===== config.mk =====
export PLATFORM = sky130hd
export DESIGN_NAME = priority_encoder_83
export DESIGN_NICKNAME = d
export VERILOG_FILES = /design/src/rtl/encoder_pkg.sv /design/src/rtl/priority_encoder_83_prio_sel.sv /design/src/rtl/priority_encoder_83.sv
export SDC_FILE = /design/constraint.sdc
export NUM_CORES = 1
export LEC_CHECK = 0
export CORE_MARGIN = 3
export CORE_UTILIZATION = 50
export DETAILED_ROUTE_END_ITERATION = 10
export HOLD_SLACK_MARGIN = 0.12
export PLACE_DENSITY = 0.72
export SYNTH_ARGS = -nofsm -noshare
export SYNTH_HDL_FRONTEND = slang
export SYNTH_HIERARCHICAL = 1
export SYNTH_SLANG_ARGS = --single-unit
export TNS_END_PERCENT = 1

===== constraint.sdc =====
create_clock -name i_clk -period 8.95 [get_ports i_clk]
set_input_delay 1.3425 -clock i_clk [delete_from_list [all_inputs] [get_ports i_clk]]
set_output_delay 1.3425 -clock i_clk [all_outputs]
set_load 0.02 [all_outputs]

===== src/rtl/encoder_pkg.sv =====
// Shared constants and priority-pick helper for the registered 8-to-3 priority encoder.
package encoder_pkg;

    localparam int unsigned WIDTH  = 8;
    localparam int unsigned CODE_W = $clog2(WIDTH);

    typedef struct packed {
        logic              found;
        logic [CODE_W-1:0] idx;
    } pick_t;

    // Descending search from start, wrapping from 0 to WIDTH-1.
    // WIDTH is a power of two, so the wrap comes from CODE_W-bit arithmetic.
    function automatic pick_t prio_pick(input logic [WIDTH-1:0]  mask,
                                        input logic [CODE_W-1:0] start);
        pick_t             res;
        logic [CODE_W-1:0] pos;
        res.found = 1'b0;
        res.idx   = '0;
        for (int unsigned k = 0; k < WIDTH; k++) begin
            pos = start - CODE_W'(k);
            if (!res.found && mask[pos]) begin
                res.found = 1'b1;
                res.idx   = pos;
            end
        end
        return res;
    endfunction

endpackage


===== src/rtl/priority_encoder_83_prio_sel.sv =====
// Combinational selector: picks the first set bit of i_mask, searching downward from i_start.
module priority_encoder_83_prio_sel
    import encoder_pkg::*;
(
    input  logic [WIDTH-1:0]  i_mask,
    input  logic [CODE_W-1:0] i_start,
    output logic              o_found,
    output logic [CODE_W-1:0] o_idx
);

    pick_t w_pick;

    // Wrap-around descending search over the candidate mask.
    always_comb begin
        w_pick  = prio_pick(i_mask, i_start);
        o_found = w_pick.found;
        o_idx   = w_pick.idx;
    end

endmodule


===== src/rtl/priority_encoder_83.sv =====
// Registered 8-to-3 priority encoder with sticky pending requests, valid/ready code
// port and 74148-style EI_n/EO_n/GS_n cascade pins.
// Optional macro ENCODER_ROUND_ROBIN_EN selects round-robin arbitration instead of
// fixed highest-index-wins priority.
module priority_encoder_83
    import encoder_pkg::*;
(
    input  logic              i_clk,
    input  logic              i_rst,
    input  logic              i_ei_n,
    input  logic [WIDTH-1:0]  i_i_n,
    input  logic              i_code_rdy,
    output logic [CODE_W-1:0] o_code,
    output logic              o_code_vld,
    output logic              o_gs_n,
    output logic              o_eo_n
);

    logic [WIDTH-1:0]  r_pend;
    logic [CODE_W-1:0] r_code;
    logic              r_code_vld;
    logic              r_gs_n;
    logic              r_eo_n;

    logic [WIDTH-1:0]  w_capture;
    logic [WIDTH-1:0]  w_served;
    logic [WIDTH-1:0]  w_mask;
    logic              w_accept;
    logic              w_load_en;
    logic [CODE_W-1:0] w_start;
    logic              w_found;
    logic [CODE_W-1:0] w_idx;

    // Capture, clear-on-accept and candidate mask (the bit being served is never re-picked
    // at the same edge, even if it is recaptured).
    always_comb begin
        w_capture = {WIDTH{~i_ei_n}} & ~i_i_n;
        w_accept  = r_code_vld & i_code_rdy;
        w_served  = w_accept ? (WIDTH'(1) << r_code) : '0;
        w_mask    = r_pend & ~w_served;
        w_load_en = ~r_code_vld | w_accept;
    end

`ifdef ENCODER_ROUND_ROBIN_EN
    logic [CODE_W-1:0] r_rr_ptr;

    // On acceptance the pointer moves to the served code in the same edge, so the
    // search for the back-to-back load already starts just below it.
    always_comb begin
        w_start = w_accept ? (r_code - CODE_W'(1)) : (r_rr_ptr - CODE_W'(1));
    end

    // Round-robin pointer tracks the most recently accepted code.
    always_ff @(posedge i_clk) begin
        if (i_rst) begin
            r_rr_ptr <= CODE_W'(WIDTH - 1);
        end else if (w_accept) begin
            r_rr_ptr <= r_code;
        end
    end
`else
    // Fixed priority: always search from the highest index.
    always_comb begin
        w_start = CODE_W'(WIDTH - 1);
    end
`endif

    priority_encoder_83_prio_sel u_prio_sel (
        .i_mask  (w_mask),
        .i_start (w_start),
        .o_found (w_found),
        .o_idx   (w_idx)
    );

    // Pending register: set wins over a simultaneous clear of the same bit.
    always_ff @(posedge i_clk) begin
        if (i_rst) begin
            r_pend <= '0;
        end else begin
            r_pend <= w_mask | w_capture;
        end
    end

    // Code/valid output register; GS_n mirrors ~valid from the same flop stage.
    always_ff @(posedge i_clk) begin
        if (i_rst) begin
            r_code     <= '0;
            r_code_vld <= 1'b0;
            r_gs_n     <= 1'b1;
        end else if (w_load_en) begin
            if (w_found) begin
                r_code <= w_idx;
            end
            r_code_vld <= w_found;
            r_gs_n     <= ~w_found;
        end
    end

    // EO_n goes low when this stage is enabled and fully idle, letting a lower stage report.
    always_ff @(posedge i_clk) begin
        if (i_rst) begin
            r_eo_n <= 1'b1;
        end else begin
            r_eo_n <= ~(~i_ei_n & (r_pend == '0) & ~r_code_vld & (&i_i_n));
        end
    end

    assign o_code     = r_code;
    assign o_code_vld = r_code_vld;
    assign o_gs_n     = r_gs_n;
    assign o_eo_n     = r_eo_n;

endmodule

* Yosys cells after proc, flatten, opt, wreduce, memory -nomap -nowiden
Cells that the tools add are included.
** Word-level totals
- Memories kept :: 0
- Register bits after elaboration :: 14
- Latch bits :: 0
- Logic and storage cells :: 46
- RAM bits :: 0
- Bits in read-only memories :: 0
** Cells by class
- Reduce and logical (&&, ||, !) cells :: 17
- Div/mod/pow operators :: 0
- Mux-type cells :: 9
- Multiply operators :: 0
- Bitwise operators :: 14
- $add $sub $neg :: 0
- Order comparisons :: 0
- Shift-type cells :: 1
- Equality and inequality tests :: 0
** Operators by type and width (number)
- two-way mux 4 bit :: 8
- AND 8 bit :: 2
- inverter 8 bit :: 2
- logical NOT 8 bit :: 1
- two-way mux 8 bit :: 1
- OR 8 bit :: 1
- AND reduction 8 bit :: 1
- left shift 1 x 3 -> 8 bit, first input constant :: 1
- logical AND 1 bit :: 7
- logical NOT 1 bit :: 7
- AND 1 bit :: 4
- inverter 1 bit :: 4
- AND reduction 2 bit :: 1
- OR 1 bit :: 1

* Longest topological paths before layout
Gate-level depths: netlist (run 1).
- Word-level depth :: 27
- Gate-level depth with buffers :: 13
- Depth with buffers taken out :: 11

* Cells and area by module
The synthesis (run 1) kept the hierarchy.
** By module, submodules not included
- priority_encoder_83_prio_sel :: instances 1, cells an instance 93, area each 968.4 sq um
- priority_encoder_83 :: instances 1, cells an instance 69, area each 635.6 sq um

* Least setup slack after synthesis (run 1)
OpenSTA, ideal clock, no wires.
- Path type :: input to register
- Start :: input port i_code_rdy
- End :: register r_code[2], in the netlist o_code[2]
- Stages :: 10
- Setup slack :: 5.126 ns
- Setup time :: 0.070 ns
- Arrival :: 3.754 ns
- Path through :: or3b_1 o21a_2 mux4_1 mux2i_4 and3_4 nand3_4 or3_1 a211oi_2 nand3_1 a21oi_1
** On the way
- Elaborated cells between the ends (all ways) :: 28
** RTL lines
- from (decl) :: line priority_encoder_83.sv:12 : input logic i_code_rdy,
- AND 1 bit * :: line priority_encoder_83.sv:38 : w_accept = r_code_vld & i_code_rdy;
- two-way mux 8 bit * :: line priority_encoder_83.sv:39 : w_served = w_accept ? (WIDTH'(1) << r_code) : '0;
- inverter 8 bit * :: line priority_encoder_83.sv:40 : w_mask = r_pend & ~w_served;
- AND 8 bit * :: line priority_encoder_83.sv:40
- via w_mask[4] :: line priority_encoder_83.sv:27 : logic [WIDTH-1:0] w_mask;
- logical AND 1 bit * :: line encoder_pkg.sv:22 : if (!res.found && mask[pos]) begin
- two-way mux 4 bit * :: line encoder_pkg.sv:22
- logical NOT 1 bit :: line encoder_pkg.sv:22
- [... 4 more ...]
- two-way mux 4 bit * :: line encoder_pkg.sv:22
- logical NOT 1 bit :: line encoder_pkg.sv:22
- logical AND 1 bit :: line encoder_pkg.sv:22
- two-way mux 4 bit * :: line encoder_pkg.sv:22
- logical NOT 1 bit :: line encoder_pkg.sv:22
- logical AND 1 bit :: line encoder_pkg.sv:22
- two-way mux 4 bit * :: line encoder_pkg.sv:22
- via w_idx[2] :: line priority_encoder_83.sv:32 : logic [CODE_W-1:0] w_idx;
- to (signal assigned) :: line priority_encoder_83.sv:92 : r_code <= w_idx;
- to (decl) :: line priority_encoder_83.sv:20 : logic [CODE_W-1:0] r_code;
Mark *: on every way through the listed nets, which the timed path passes. The rest lies on a longest branch.
A chain may end at the register's enable or synchronous reset.

* Worst setup path after layout (run 1)
Ends and elaborated chain as after synthesis.

==> results.cfg, run 1 <==
[run_status]
status = completed

[synth]
yosys_warnings = 6
post_synth.cell_area_avg_um2 = 9.90
syn_inst = 162
synth_seq_cells = 14
yosysSeqAreaShare = 0.175
synthArstFlopShare = 0
synthFlopType = dfxtp_1
syn_area_um2 = 1600
synth_edf_count = 0
yosysUniqueCellTypes = 53

[clock_network]
clk_latency_ps = 280
cts_setup_buffers = 0
cts_resized = 0
clkSinkCount = 14
cts_hold_buffers = 0
cts_tree = yes
clock_tree.root_cell = clkbuf_4
cts_max_path_buffers = 2
cts_inserted_buffers = 3
clk_pin_slew_ps = 80
h-tree-depth = 1

[routing]
wl_per_cell_um = 15.9
vias = 1370
firstDrtPassIters = 4
viasPerCell = 5.93
drc = 0
initialDrtViolationCount = 114
wirelength_um = 3670
final_antenna_net_count = 0

[power_and_ir_drop]
power_mw = 0.251
power_density_nw_per_um2 = 134
p_leak_nw = 0.798
ir_drop_mv = 0.0991

[flow_run]
maxCapViolCount = 0

[place]
port-buffer-count = 17
place.gp.congestion = 0.868
place_hpwl_um = 2940

[timing]
min_period_over_period = 0.481
skew_ps = 0.731
setup_violations = 0
drv_slew = 0
fmax_ghz = 0.232
rsz0062_at_grt = no
period_needed_ps = 4310
final_hold_viol_count = 0
tns_ps = 0

[critical_path]
critPathSlowestCell = mux4_1
critPathCaptureType = flop
reg2reg_depth = 10
cp.arrival_ps = 4520
critPathKind = in -> reg
cp_data_required_time_ps = 9160
critPathMaxStageDelay_ps = 620
crit_path_max_fanout = 9
startpoint_type = primary input
worstPathCellList = clkdlybuf4s50_1, or3b_1, o21a_2, mux4_1, mux2i_4, and3_4, nand3_4, or3_1, a211oi_2, nand3_1, a21oi_1

[hold_path]
whs_path_depth = 1
hold_path_class = reg -> reg

[die]
io-pin-count = 18
dieWidth_um = 62.6
fp-row-count = 19
coreArea_um2 = 2900
die-area_um2 = 3920
die_h_um = 62.6
initial_core_util = 0.553

[global_routing]
grt_pass1_wl_um = 6410
overflow = 0
grt_max_degree = 15
grt_usage = 0.200
grt_pass1_vias = 1328
antenna_found_initial = 0

[cells_and_area]
seqCellArea_um2 = 280
fin_util = 0.644
nets = 204
drive_gt1_frac = 0.132
n_antenna_cell = 0
area_growth_pct = 16.4
num-fill-cells = 251
multi_input_area_um2 = 1310
worst max-delay path: cells and delay by family:
kind,cells,cell delay (ps)
AO/OA/AOI/OAI,3,570
buffers and inverters,1,540
multiplexers,2,850
AND/OR/NAND/NOR,5,1220
Yosys cell counts (3+ instances only):
| cell | instances | area, um^2 |
|---|---|---|
| a21oi_1 | 5 | 25.0 |
| a31oi_1 | 3 | 18.8 |
| nand3_1 | 7 | 35.0 |
| o21ai_1 | 4 | 20.0 |
| or3_1 | 3 | 18.8 |
| nand2b_1 | 4 | 25.0 |
| mux2i_1 | 9 | 90.1 |
| dfxtp_1 | 14 | 280 |
| mux4_1 | 7 | 184 |
| o21a_1 | 8 | 60.1 |
| inv_1 | 5 | 18.8 |
| buf_4 | 3 | 22.5 |
| o21ba_1 | 8 | 80.1 |
| nor2_1 | 20 | 75.1 |
| nand2_1 | 9 | 33.8 |
| mux2_2 | 3 | 33.8 |
| mux4_2 | 6 | 135 |
| mux2i_4 | 4 | 90.1 |
power by group:
group          total, mW  switching [mW]  internal, mW
combinational      0.130          0.0667        0.0631
sequential        0.0758         0.00662        0.0692
clock             0.0450          0.0202        0.0248
registers in the layout, indices dropped and copies added, names as in the netlist:
register / count
o_code_vld: 1
o_eo_n: 1
o_gs_n: 1
r_pend: 8
o_code: 3
logic make-up (layout without fill, tap and decap cells):
logic type,count (synthesis),count (layout),share of synthesized area
AO/OA/AOI/OAI,42,42,0.207
adder cells (fa/ha/maj),2,2,0.0156
flip-flops,14,14,0.175
buffers and inverters,11,26,0.0374
multiplexers,29,29,0.332
other,1,13,0.00234
XOR/XNOR,4,4,0.0265
AND/OR/NAND/NOR,59,59,0.204
cells in the final DEF, fill, tap and decap left out, types with 6 or more instances in the layout:
cell	instances
clkdlybuf4s50_1	17
conb_1	13
dfxtp_1	14
mux2i_1	9
mux4_1	7
mux4_2	6
nand2_1	9
nand3_1	7
nor2_1	20
o21a_1	8
o21ba_1	8
per-stage QoR:
step,cell area [um^2],hold WS [ps],setup slack [ps],instances
2_1_floorplan,1650,425,5130,174
3_3_place_gp,1830,447,4440,227
3_5_place_dp,1830,451,4370,227
4_1_cts,1870,469,4650,231
5_1_grt,1870,490,4530,231
6_report,1870,469,4640,231
path summary, 6_finish.rpt:
path,slack [ps],to,startpoint
max,4640,o_code[2],i_code_rdy
min,470,o_gs_n,o_gs_n
max reg2reg,5870,o_code[2],o_code[0]
min reg2reg,470,o_gs_n,o_gs_n
layout make-up:
class                           instances  area share
Clock buffer                            4      0.0194
Inverter                                5      0.0101
Multi-Input combinational cell        149       0.701
Sequential cell                        14       0.150
Tap cell                               42      0.0282
Timing Repair Buffer                   17      0.0912
routing by layer:
metal	GRT usage	routed length (um)
met4	0.0386	0
met2	0.326	1800
met1	0.275	1700
met3	0.0378	168
met5	0	0
No activity file was read; power rests on OpenSTA's default activity.
==> run 2, diff against run 1 <==
--- a/config.mk
+++ b/config.mk
@@ -9,7 +9,7 @@
 export CORE_UTILIZATION = 50
 export DETAILED_ROUTE_END_ITERATION = 10
 export HOLD_SLACK_MARGIN = 0.12
-export PLACE_DENSITY = 0.72
+export PLACE_DENSITY = 0.75
 export SYNTH_ARGS = -nofsm -noshare
 export SYNTH_HDL_FRONTEND = slang
 export SYNTH_HIERARCHICAL = 1
==> constraint.sdc (replaced) <==
create_clock -name i_clk -period 3.6 [get_ports i_clk]
set_input_delay 0.54 -clock i_clk [delete_from_list [all_inputs] [get_ports i_clk]]
set_output_delay 0.54 -clock i_clk [all_outputs]
set_load 0.02 [all_outputs]
==> run 2 against run 1 <==
Net effect: non-clock buffer count rose by 9; critical path depth is the same; count of clock-buffer cells in the layout unchanged; setup slack lost 4300 ps; first-iteration DRC count decreased by 0.88%; power increased to 2.6 times the previous value; final cell count is 3.9% higher; worst hold slack better by 5.9 ps; sequential power up 150%; largest cell class unchanged; highest routed layer is now met4.
==> results.cfg, run 2 (synthesis results as in run 1) <==
[power_and_ir_drop]
p_leak_nw = 0.843
ir_drop_mv = 0.311
power_density_nw_per_um2 = 336

[cells_and_area]
largest-register = r_pend
final_cells = 240
largest_register_ffs = 8
mostFrequentLayoutCell = nor2_1
area_growth_pct = 20.6
drive_gt1_frac = 0.172
num-fill-cells = 241
final_cell_mix = nor2_1, clkdlybuf4s50_1, dfxtp_1, conb_1
n_antenna_cell = 0
nets = 213

[clock_network]
h-tree-depth = 1
clkSinkCount = 14
cts_max_path_buffers = 2
clock_tree.root_cell = clkbuf_4
cts_tree = yes
cts_setup_buffers = 0
clk_latency_ps = 280
clk_pin_slew_ps = 90
cts_hold_buffers = 0
cts_resized = 0
cts_inserted_buffers = 3

[run_status]
status = completed

[global_routing]
grt_pass1_vias = 1523
grt_pass1_wl_um = 7380
antenna_found_initial = 0
grt_max_degree = 15
grt_usage = 0.228
overflow = 0

[die]
die_h_um = 62.6
coreArea_um2 = 2900
fp-row-count = 19
die-area_um2 = 3920
dieWidth_um = 62.6
io-pin-count = 18
initial_core_util = 0.553

[critical_path]
cp_data_required_time_ps = 3810
crit_path_max_fanout = 4
cp.arrival_ps = 3470
critPathCaptureType = flop
critPathKind = in -> reg
startpoint_type = primary input

[place]
port-buffer-count = 17
place_hpwl_um = 3290
numPlacedInstances = 236
place.gp.congestion = 0.918

[hold_path]
hold_path_class = reg -> reg

[routing]
vias = 1481
viasPerCell = 6.17
initialDrtViolationCount = 113
final_antenna_net_count = 0
firstDrtPassIters = 4
wirelength_um = 4210
drc = 0
wl_per_cell_um = 17.6

[timing]
fmax_ghz = 0.307
final_hold_viol_count = 0
min_period_over_period = 0.906
setup_violations = 0
tns_ps = 0
rsz0062_at_grt = no
period_needed_ps = 3260
drv_slew = 0
skew_ps = 0.648

[flow_run]
maxCapViolCount = 0
==> run 2: cell count changes in the layout (fill, tap and decap cells not counted) <==
cell   before  now
buf_4       0    9
==> run 2: worst max-delay path, cell delays in order <==
cell and delay, ps:
clkdlybuf4s50_1 480, or3b_1 390, o21a_2 220, mux4_1 560, mux2i_4 180, and3_4 230, nand3_4 80, or3_1 400
a211oi_2 180, nand3_1 90, a21oi_1 120
==> run 2: path summary, 6_finish.rpt <==
kind	depth (start not counted)	to	slack (ps)	start
worst min-delay path	2	o_eo_n	470	r_pend[6]
worst min register to register	2	o_eo_n	470	r_pend[6]
worst max-delay path	11	o_code[2]	340	i_code_rdy
worst max register to register	10	o_code[2]	690	o_code[0]
==> run 2: through the flow <==
| step | cell area, um^2 | util | setup WS [ps] | hold slack (ps) | total power [mW] |
|---|---|---|---|---|---|
| floorplan | 1650 | - | 578 | 425 | 0.435 |
| global placement | 1900 | 0.654 | 153 | 446 | 0.515 |
| detailed placement | 1900 | 0.654 | 66.5 | 459 | 0.527 |
| CTS | 1930 | 0.667 | 336 | 484 | 0.642 |
| global route | 1930 | 0.667 | 211 | 508 | 0.693 |
| finish | 1930 | 0.667 | 338 | 475 | 0.650 |
==> run 2: layout make-up <==
| cell class | instances | area (um^2) | area share |
|---|---|---|---|
| multi-input combinational | 149 | 1310 | 0.677 |
| sequential | 14 | 280 | 0.145 |
| timing repair buffer | 26 | 238 | 0.123 |
| tap | 42 | 52.6 | 0.0272 |
| clock buffer | 4 | 36.3 | 0.0188 |
| inverter | 5 | 18.8 | 0.00970 |
==> run 2: where the power goes <==
part	total, mW	internal [mW]	switching [mW]
logic	0.347	0.169	0.178
clock network	0.114	0.0616	0.0526
registers	0.189	0.172	0.0167
total	0.650	0.403	0.248
==> run 2: routing by layer <==
| metal | up-vias | share of wire | GRT usage |
|---|---|---|---|
| met5 | - | 0 | 0 |
| met3 | 4 | 0.063 | 0.0324 |
| li1 | 697 | - | - |
| met1 | 723 | 0.42 | 0.304 |
| met2 | 57 | 0.51 | 0.397 |
| met4 | 0 | 0.0052 | 0.0331 |
